[src/rtl/vme_mem_initiator_pkg.sv]
// Shared definitions for the memory-bus initiator.
// - FSM state encoding (legacy localparam codes plus a typed enum over them)
// - ERR_PATTERN returned as read data when a transaction times out
// - cnt_w(): width of the BUSY wait counter for a given TIMEOUT
package vme_mem_initiator_pkg;

  localparam logic [1:0] S_IDLE = 2'b00;
  localparam logic [1:0] S_BUSY = 2'b01;
  localparam logic [1:0] S_RESP = 2'b10;

  typedef enum logic [1:0] {
    IDLE = S_IDLE,
    BUSY = S_BUSY,
    RESP = S_RESP
  } state_e;

  localparam logic [31:0] ERR_PATTERN = 32'hDEAD_BEEF;

  localparam int unsigned TCNT_W = 8;

  // Wait counter must be able to hold the value TIMEOUT itself.
  function automatic int unsigned cnt_w(input int unsigned timeout);
    return (timeout < 1) ? 1 : $clog2(timeout + 1);
  endfunction

endpackage

[src/rtl/vme_mem_initiator_if.sv]
// Command/response port plus strobe/done register-bank bus.
// master: the initiator (drives cmd_ready, rsp_*, VMEAddr/VMEWrData/VMERdMem/VMEWrMem)
// slave : host command source and register-bank side (drives everything else)
interface vme_mem_initiator_if #(
  parameter int unsigned ADDR_W = 16,
  parameter int unsigned DATA_W = 32
);

  logic              cmd_valid;
  logic              cmd_ready;
  logic              cmd_we;
  logic [ADDR_W-1:0] cmd_addr;
  logic [DATA_W-1:0] cmd_wdata;

  logic              rsp_valid;
  logic              rsp_ready;
  logic [DATA_W-1:0] rsp_rdata;
  logic              rsp_err;

  logic [ADDR_W-1:0] VMEAddr;
  logic [DATA_W-1:0] VMEWrData;
  logic              VMERdMem;
  logic              VMEWrMem;
  logic [DATA_W-1:0] VMERdData;
  logic              VMERdDone;
  logic              VMEWrDone;

  modport master (
    input  cmd_valid, cmd_we, cmd_addr, cmd_wdata, rsp_ready,
           VMERdData, VMERdDone, VMEWrDone,
    output cmd_ready, rsp_valid, rsp_rdata, rsp_err,
           VMEAddr, VMEWrData, VMERdMem, VMEWrMem
  );

  modport slave (
    output cmd_valid, cmd_we, cmd_addr, cmd_wdata, rsp_ready,
           VMERdData, VMERdDone, VMEWrDone,
    input  cmd_ready, rsp_valid, rsp_rdata, rsp_err,
           VMEAddr, VMEWrData, VMERdMem, VMEWrMem
  );

endinterface

[src/rtl/vme_mem_initiator.sv]
// Single-outstanding bus master for the strobe/done register-bank bus.
// Ports:
//   clk, rst_n   rising-edge clock, synchronous active-low reset
//   bus          vme_mem_initiator_if.master: cmd (valid/ready), rsp (valid/ready), VME bus
//   timeout_cnt  saturating count of timed-out transactions
module vme_mem_initiator
  import vme_mem_initiator_pkg::*;
#(
  parameter int unsigned ADDR_W  = 16,
  parameter int unsigned DATA_W  = 32,
  parameter int unsigned TIMEOUT = 255
) (
  input  logic                  clk,
  input  logic                  rst_n,
  vme_mem_initiator_if.master   bus,
  output logic [TCNT_W-1:0]     timeout_cnt
);

  localparam int unsigned CNT_W = cnt_w(TIMEOUT);

  state_e              state_q, state_d;
  logic                ready_q;
  logic                we_q, we_d;
  logic [CNT_W-1:0]    cnt_q, cnt_d;
  logic [ADDR_W-1:0]   addr_q, addr_d;
  logic [DATA_W-1:0]   wdata_q, wdata_d;
  logic                rd_mem_q, rd_mem_d;
  logic                wr_mem_q, wr_mem_d;
  logic                rsp_valid_q, rsp_valid_d;
  logic [DATA_W-1:0]   rsp_rdata_q, rsp_rdata_d;
  logic                rsp_err_q, rsp_err_d;
  logic [TCNT_W-1:0]   tcnt_q, tcnt_d;
  logic                cmd_ready_int;
  logic                done_match;

  // ready_q keeps cmd_ready low during the reset cycle itself.
  assign cmd_ready_int = (state_q == IDLE) && ready_q;
  assign done_match    = we_q ? bus.VMEWrDone : bus.VMERdDone;

  // State and output registers.
  always_ff @(posedge clk) begin
    if (!rst_n) begin
      state_q     <= IDLE;
      ready_q     <= 1'b0;
      we_q        <= 1'b0;
      cnt_q       <= '0;
      addr_q      <= '0;
      wdata_q     <= '0;
      rd_mem_q    <= 1'b0;
      wr_mem_q    <= 1'b0;
      rsp_valid_q <= 1'b0;
      rsp_rdata_q <= '0;
      rsp_err_q   <= 1'b0;
      tcnt_q      <= '0;
    end else begin
      state_q     <= state_d;
      ready_q     <= 1'b1;
      we_q        <= we_d;
      cnt_q       <= cnt_d;
      addr_q      <= addr_d;
      wdata_q     <= wdata_d;
      rd_mem_q    <= rd_mem_d;
      wr_mem_q    <= wr_mem_d;
      rsp_valid_q <= rsp_valid_d;
      rsp_rdata_q <= rsp_rdata_d;
      rsp_err_q   <= rsp_err_d;
      tcnt_q      <= tcnt_d;
    end
  end

  // Next-state and next-output decode.
  always_comb begin
    state_d     = state_q;
    we_d        = we_q;
    cnt_d       = cnt_q;
    addr_d      = addr_q;
    wdata_d     = wdata_q;
    rd_mem_d    = 1'b0;
    wr_mem_d    = 1'b0;
    rsp_valid_d = rsp_valid_q;
    rsp_rdata_d = rsp_rdata_q;
    rsp_err_d   = rsp_err_q;
    tcnt_d      = tcnt_q;

    case (state_q)
      IDLE: begin
        if (bus.cmd_valid && cmd_ready_int) begin
          we_d     = bus.cmd_we;
          addr_d   = bus.cmd_addr;
          wdata_d  = bus.cmd_wdata;
          rd_mem_d = !bus.cmd_we;
          wr_mem_d = bus.cmd_we;
          cnt_d    = '0;
          state_d  = BUSY;
        end
      end
      BUSY: begin
        // A matching done takes priority over an expiring counter.
        if (done_match) begin
          rsp_rdata_d = we_q ? '0 : bus.VMERdData;
          rsp_err_d   = 1'b0;
          rsp_valid_d = 1'b1;
          state_d     = RESP;
        end else if (cnt_q == CNT_W'(TIMEOUT)) begin
          rsp_rdata_d = DATA_W'(ERR_PATTERN);
          rsp_err_d   = 1'b1;
          rsp_valid_d = 1'b1;
          if (tcnt_q != {TCNT_W{1'b1}}) begin
            tcnt_d = tcnt_q + TCNT_W'(1);
          end
          state_d     = RESP;
        end else begin
          cnt_d = cnt_q + CNT_W'(1);
        end
      end
      RESP: begin
        if (bus.rsp_ready) begin
          rsp_valid_d = 1'b0;
          state_d     = IDLE;
        end
      end
      default: begin
        state_d = IDLE;
      end
    endcase
  end

  assign bus.cmd_ready = cmd_ready_int;
  assign bus.rsp_valid = rsp_valid_q;
  assign bus.rsp_rdata = rsp_rdata_q;
  assign bus.rsp_err   = rsp_err_q;
  assign bus.VMEAddr   = addr_q;
  assign bus.VMEWrData = wdata_q;
  assign bus.VMERdMem  = rd_mem_q;
  assign bus.VMEWrMem  = wr_mem_q;
  assign timeout_cnt   = tcnt_q;

endmodule

[src/flat_wrapper.sv]
// flat-port wrapper written by rule: the top's interface ports become plain ports
module vme_mem_initiator_flat import vme_mem_initiator_pkg::*;
#(
  parameter int unsigned ADDR_W  = 16,
  parameter int unsigned DATA_W  = 32,
  parameter int unsigned TIMEOUT = 255
)
  (clk, rst_n, timeout_cnt, bus_cmd_valid, bus_cmd_we, bus_cmd_addr, bus_cmd_wdata, bus_rsp_ready, bus_VMERdData, bus_VMERdDone, bus_VMEWrDone, bus_cmd_ready, bus_rsp_valid, bus_rsp_rdata, bus_rsp_err, bus_VMEAddr, bus_VMEWrData, bus_VMERdMem, bus_VMEWrMem);
  vme_mem_initiator_if #(.ADDR_W(ADDR_W), .DATA_W(DATA_W)) bus_i ();
  input  logic clk;
  input  logic rst_n;
  output logic [TCNT_W-1:0] timeout_cnt;
  input wire logic [$bits(bus_i.cmd_valid)-1:0] bus_cmd_valid;
  input wire logic [$bits(bus_i.cmd_we)-1:0] bus_cmd_we;
  input wire logic [$bits(bus_i.cmd_addr)-1:0] bus_cmd_addr;
  input wire logic [$bits(bus_i.cmd_wdata)-1:0] bus_cmd_wdata;
  input wire logic [$bits(bus_i.rsp_ready)-1:0] bus_rsp_ready;
  input wire logic [$bits(bus_i.VMERdData)-1:0] bus_VMERdData;
  input wire logic [$bits(bus_i.VMERdDone)-1:0] bus_VMERdDone;
  input wire logic [$bits(bus_i.VMEWrDone)-1:0] bus_VMEWrDone;
  output wire logic [$bits(bus_i.cmd_ready)-1:0] bus_cmd_ready;
  output wire logic [$bits(bus_i.rsp_valid)-1:0] bus_rsp_valid;
  output wire logic [$bits(bus_i.rsp_rdata)-1:0] bus_rsp_rdata;
  output wire logic [$bits(bus_i.rsp_err)-1:0] bus_rsp_err;
  output wire logic [$bits(bus_i.VMEAddr)-1:0] bus_VMEAddr;
  output wire logic [$bits(bus_i.VMEWrData)-1:0] bus_VMEWrData;
  output wire logic [$bits(bus_i.VMERdMem)-1:0] bus_VMERdMem;
  output wire logic [$bits(bus_i.VMEWrMem)-1:0] bus_VMEWrMem;
  assign bus_i.cmd_valid = bus_cmd_valid;
  assign bus_i.cmd_we = bus_cmd_we;
  assign bus_i.cmd_addr = bus_cmd_addr;
  assign bus_i.cmd_wdata = bus_cmd_wdata;
  assign bus_i.rsp_ready = bus_rsp_ready;
  assign bus_i.VMERdData = bus_VMERdData;
  assign bus_i.VMERdDone = bus_VMERdDone;
  assign bus_i.VMEWrDone = bus_VMEWrDone;
  assign bus_cmd_ready = bus_i.cmd_ready;
  assign bus_rsp_valid = bus_i.rsp_valid;
  assign bus_rsp_rdata = bus_i.rsp_rdata;
  assign bus_rsp_err = bus_i.rsp_err;
  assign bus_VMEAddr = bus_i.VMEAddr;
  assign bus_VMEWrData = bus_i.VMEWrData;
  assign bus_VMERdMem = bus_i.VMERdMem;
  assign bus_VMEWrMem = bus_i.VMEWrMem;
  vme_mem_initiator #(.ADDR_W(ADDR_W), .DATA_W(DATA_W), .TIMEOUT(TIMEOUT)) u_core (.clk(clk), .rst_n(rst_n), .bus(bus_i), .timeout_cnt(timeout_cnt));
endmodule
[config.mk]
export PLATFORM = sky130hd
export DESIGN_NAME = vme_mem_initiator_flat
export DESIGN_NICKNAME = d
export VERILOG_FILES = /design/src/rtl/vme_mem_initiator_pkg.sv /design/src/rtl/vme_mem_initiator_if.sv /design/src/rtl/vme_mem_initiator.sv /design/src/flat_wrapper.sv
export SDC_FILE = /design/constraint.sdc
export NUM_CORES = 1
export LEC_CHECK = 0
export CORE_MARGIN = 2
export CORE_UTILIZATION = 46
export DETAILED_ROUTE_END_ITERATION = 12
export PLACE_DENSITY = 0.92
export SYNTH_ARGS = -nofsm -noshare
export SYNTH_HDL_FRONTEND = slang
export SYNTH_SLANG_ARGS = --single-unit
[constraint.sdc]
create_clock -name clk -period 2.4 [get_ports clk]
set_input_delay 0.6 -clock clk [delete_from_list [all_inputs] [get_ports clk]]
set_output_delay 0.6 -clock clk [all_outputs]
set_load 0.05 [all_outputs]
==> metrics <==
outcome completed; DRC violations left 0; Vias/cell 5.42; Critical Path, Cell by Cell clkdlybuf4s50_1; max-cap violations 0; row cnt 34; CORE AREA roughly 0.0088 mm²; GPL Wtd Cong ~0.87; Worst Path Max Fanout 7; unrepaired setup endpoints after global routing no; DRT antenna net count 0; initial antenna violation count 0; final worst path period share 94.5%; Worst R2R End u_core.bus.rsp_rdata[1]$_SDFFE_PN0P_; post-synth top area cell dfxtp_1; # setup viols final 0; Cells after Synth 505; max_slew headroom 54.2%; post-route setup slack roughly 130 ps; RR Startpoint u_core.cnt_q[0]$_SDFFE_PN0P_; R2R depth 6; HP Start u_core.bus.VMEWrData[2]$_SDFFE_PN0P_; Leak 2.17 nW; via count 4,257; worst skew pair latency 360 ps; die height 99.6 µm; global-route wire length before repair about 19,000 µm; Clk pwr share about a fifth; net switching power between 0.002 and 0.0025 W; Placement Setup Slack roughly 150 ps; fmax 0.441 GHz; TritonCTS Buffers 9; final hold viol count 0; 1st-pass router iterations 5; Final Critical Period 2270 ps; worst min path class flop to flop; Worst Path Buf+Inv 1; switching share of power roughly two fifths; CP delay by family, top buffers and inverters; Critical Setup Path Class flop to primary output; # nets final roughly 770; max incr delay on CP approximately 850 ps; required time of the critical path 1800 ps; Clock Tree Buf Depth 2; DRT iter0 DRCs 189; wire per inst 14.9 µm; Filler Cell Count 673; number of synthesized register bits 104; Total Routed Length 11,700 µm; DPL Wire Length 8580 µm; Root Driver clkbuf_8; Worst-Margin Slew 687 ps; H-tree depth 3; Synth area leaders dfxtp_1 (49%), nand2_1 (11%), a21oi_1 (8.6%), nand4_1 (3.4%), o21ai_0 (3.2%); Total GRT Usage 23.7%; Hold Path Stages 2; Clock Skews roughly 12 ps; vias in the first global route 4,130; share of layout cells above drive strength 1 6.79%; Chip Width 99.6 µm; sequential area share after synthesis about half; max-slew violation count 0; Area Growth Syn to Fin 49.3%; post-synth top area share 49.5%; post-route non-filler standard cell count 785; type of origin of the critical path flop; Worst Setup End Kind primary output; Internal 0.00303 W; launch point of the worst path u_core.timeout_cnt[2]$_SDFFE_PN0P_; CTS tree yes; CTS sink count approximately 100; pwr/cell area between 800 and 900 mW/mm²; die area 0.00993 mm²; largest net degree at the start of global routing 55; TNS Setup 0 ps; Initial Util roughly 48%; crit path DAT around 1700 ps; Net Count, Synth 598; ANT cells 0; Flop pwr share between 40% and 50%; Comb power frac 39.1%; clock-pin slew on the worst setup and hold paths 100 ps; Post-CTS Hold Fix Bufs 0; Synth cell types 48; synth warn 0; R2R Setup Slk between 400 and 500 ps; Min-Delay Endpoint u_core.bus.VMEWrData[2]$_SDFFE_PN0P_; Syn Area/Cell 8.33 µm²; IO Pins 180; Cell Area, Synth 0.00421 mm²; dpl cells 769; maximum vdd drop ~0.5 mV; grt ovf 0; Crit-path slowest cell clkdlybuf4s50_1; PortBufs 179; post-CTS resize count 0; # Post-CTS Setup Buffers 0
metal layers:
layer,global-route usage [%],wire length [µm],up-vias
met1,29.1,4840,1969
met4,6.43,89,0
met2,41.1,5830,171
met5,0,0,-
met3,6.32,970,9
li1,-,-,2108
stage by stage:
stage | power (W) | utilization, % | area, µm² | hold slack, ps
2_1_floorplan | 0.00334 | - | 4210 | 455
3_5_place_dp | 0.00407 | 69.3 | 6100 | 446
5_1_grt | 0.00528 | 71.3 | 6280 | 476
4_1_cts | 0.00507 | 71.3 | 6280 | 461
3_3_place_gp | 0.00402 | 69.3 | 6100 | 440
6_report | 0.00503 | 71.3 | 6280 | 457
Yosys cell counts, drive strengths merged:
library cell and n:
a211oi 15, a21oi 72, a2bb2oi 1, a31o 1, a31oi 3, a32o 1, a41oi 3, and2 3
and2b 1, and3 4, and4 2, buf 11, clkbuf 26, dfxtp 104, dlygate4sd1 1, ha 6
inv 18, mux2 1, mux2i 3, nand2 124, nand2b 1, nand3 8, nand4 24, nand4b 2
nor2 3, nor2b 2, nor3 4, nor3b 1, nor4 2, o211ai 15, o21ai 28, o21bai 1
o22ai 1, o311ai 1, o31ai 4, o41ai 1, or3 4, or4 3
cell families after synthesis:
| group | count (synthesis) | synth area share (%) |
|---|---|---|
| compound gates | 147 | 20.9 |
| fa+ha+maj | 6 | 1.78 |
| buf+inv | 56 | 5.50 |
| flops | 104 | 49.5 |
| mux | 4 | 1.28 |
| simple gates | 188 | 21.0 |
worst register-to-register path, delay by kind of cell, from the launching register on:
| kind | cells | cell delay [ps] |
|---|---|---|
| DFF | 1 | 430 |
| and+or+nand+nor | 2 | 560 |
| AOI/OAI and AO/OA | 2 | 360 |
| buffers and inverters | 1 | 210 |
| adders and majority gates | 1 | 290 |
worst max-delay path by stage:
stage                                               endpoint  slack [ps]  cells after the start
final                                         timeout_cnt[2]         130                      1
after global routing                          timeout_cnt[2]          70                      1
after CTS                                     timeout_cnt[2]         110                      1
after detailed placement  u_core.timeout_cnt[4]$_SDFFE_PN0P_         150                      5
after global placement    u_core.timeout_cnt[4]$_SDFFE_PN0P_         190                      5
after floorplan           u_core.timeout_cnt[7]$_SDFFE_PN0P_         640                      4
power by group through the flow:
stage	registers (W)	logic, W	clock network, W
CTS	0.00207	0.00198	0.00103
global placement	0.00209	0.00193	0
detailed placement	0.00210	0.00197	0
global route	0.00209	0.00209	0.00110
finish	0.00207	0.00197	0.00100
floorplan	0.00279	0.000549	0
layout by cell type, fill, tap and decap left out, types with 3 or more instances in the layout:
| cell type | n |
|---|---|
| inv_1 | 17 |
| or4_1 | 3 |
| clkbuf_8 | 9 |
| a211oi_1 | 15 |
| buf_4 | 14 |
| a31oi_1 | 3 |
| nand2_1 | 123 |
| and2_1 | 3 |
| nand3_1 | 8 |
| nor3_1 | 4 |
| a41oi_1 | 3 |
| clkdlybuf4s50_1 | 177 |
| dfxtp_1 | 104 |
| ha_1 | 6 |
| o211ai_1 | 15 |
| or3_1 | 4 |
| a21oi_1 | 72 |
| nand4_1 | 23 |
| o21ai_0 | 27 |
| o31ai_1 | 4 |
area by class of cell:
class / count / area, µm² / share of cell area [%]
clock inverters: 7 / 55.1 / 0.876
flip-flops and latches: 104 / 2080 / 33.1
repair buffers: 194 / 1920 / 30.6
well taps: 108 / 135 / 2.15
inverters: 18 / 67.6 / 1.08
multi-input cells: 345 / 1900 / 30.2
clock buffers: 9 / 124 / 1.97
sequential cells by signal, indices dropped and copies added (netlist names):
signal,count
u_core.bus.VMEWrData,32
u_core.bus.VMEAddr,16
u_core.state_q,2
u_core.bus.VMEWrMem,1
u_core.cnt_q,8
u_core.timeout_cnt,8
u_core.ready_q,1
u_core.bus.VMERdMem,1
u_core.we_q,1
u_core.bus.rsp_rdata,32
u_core.bus.rsp_valid,1
u_core.bus.rsp_err,1
Note: power is estimated with default switching activity, not from simulation.
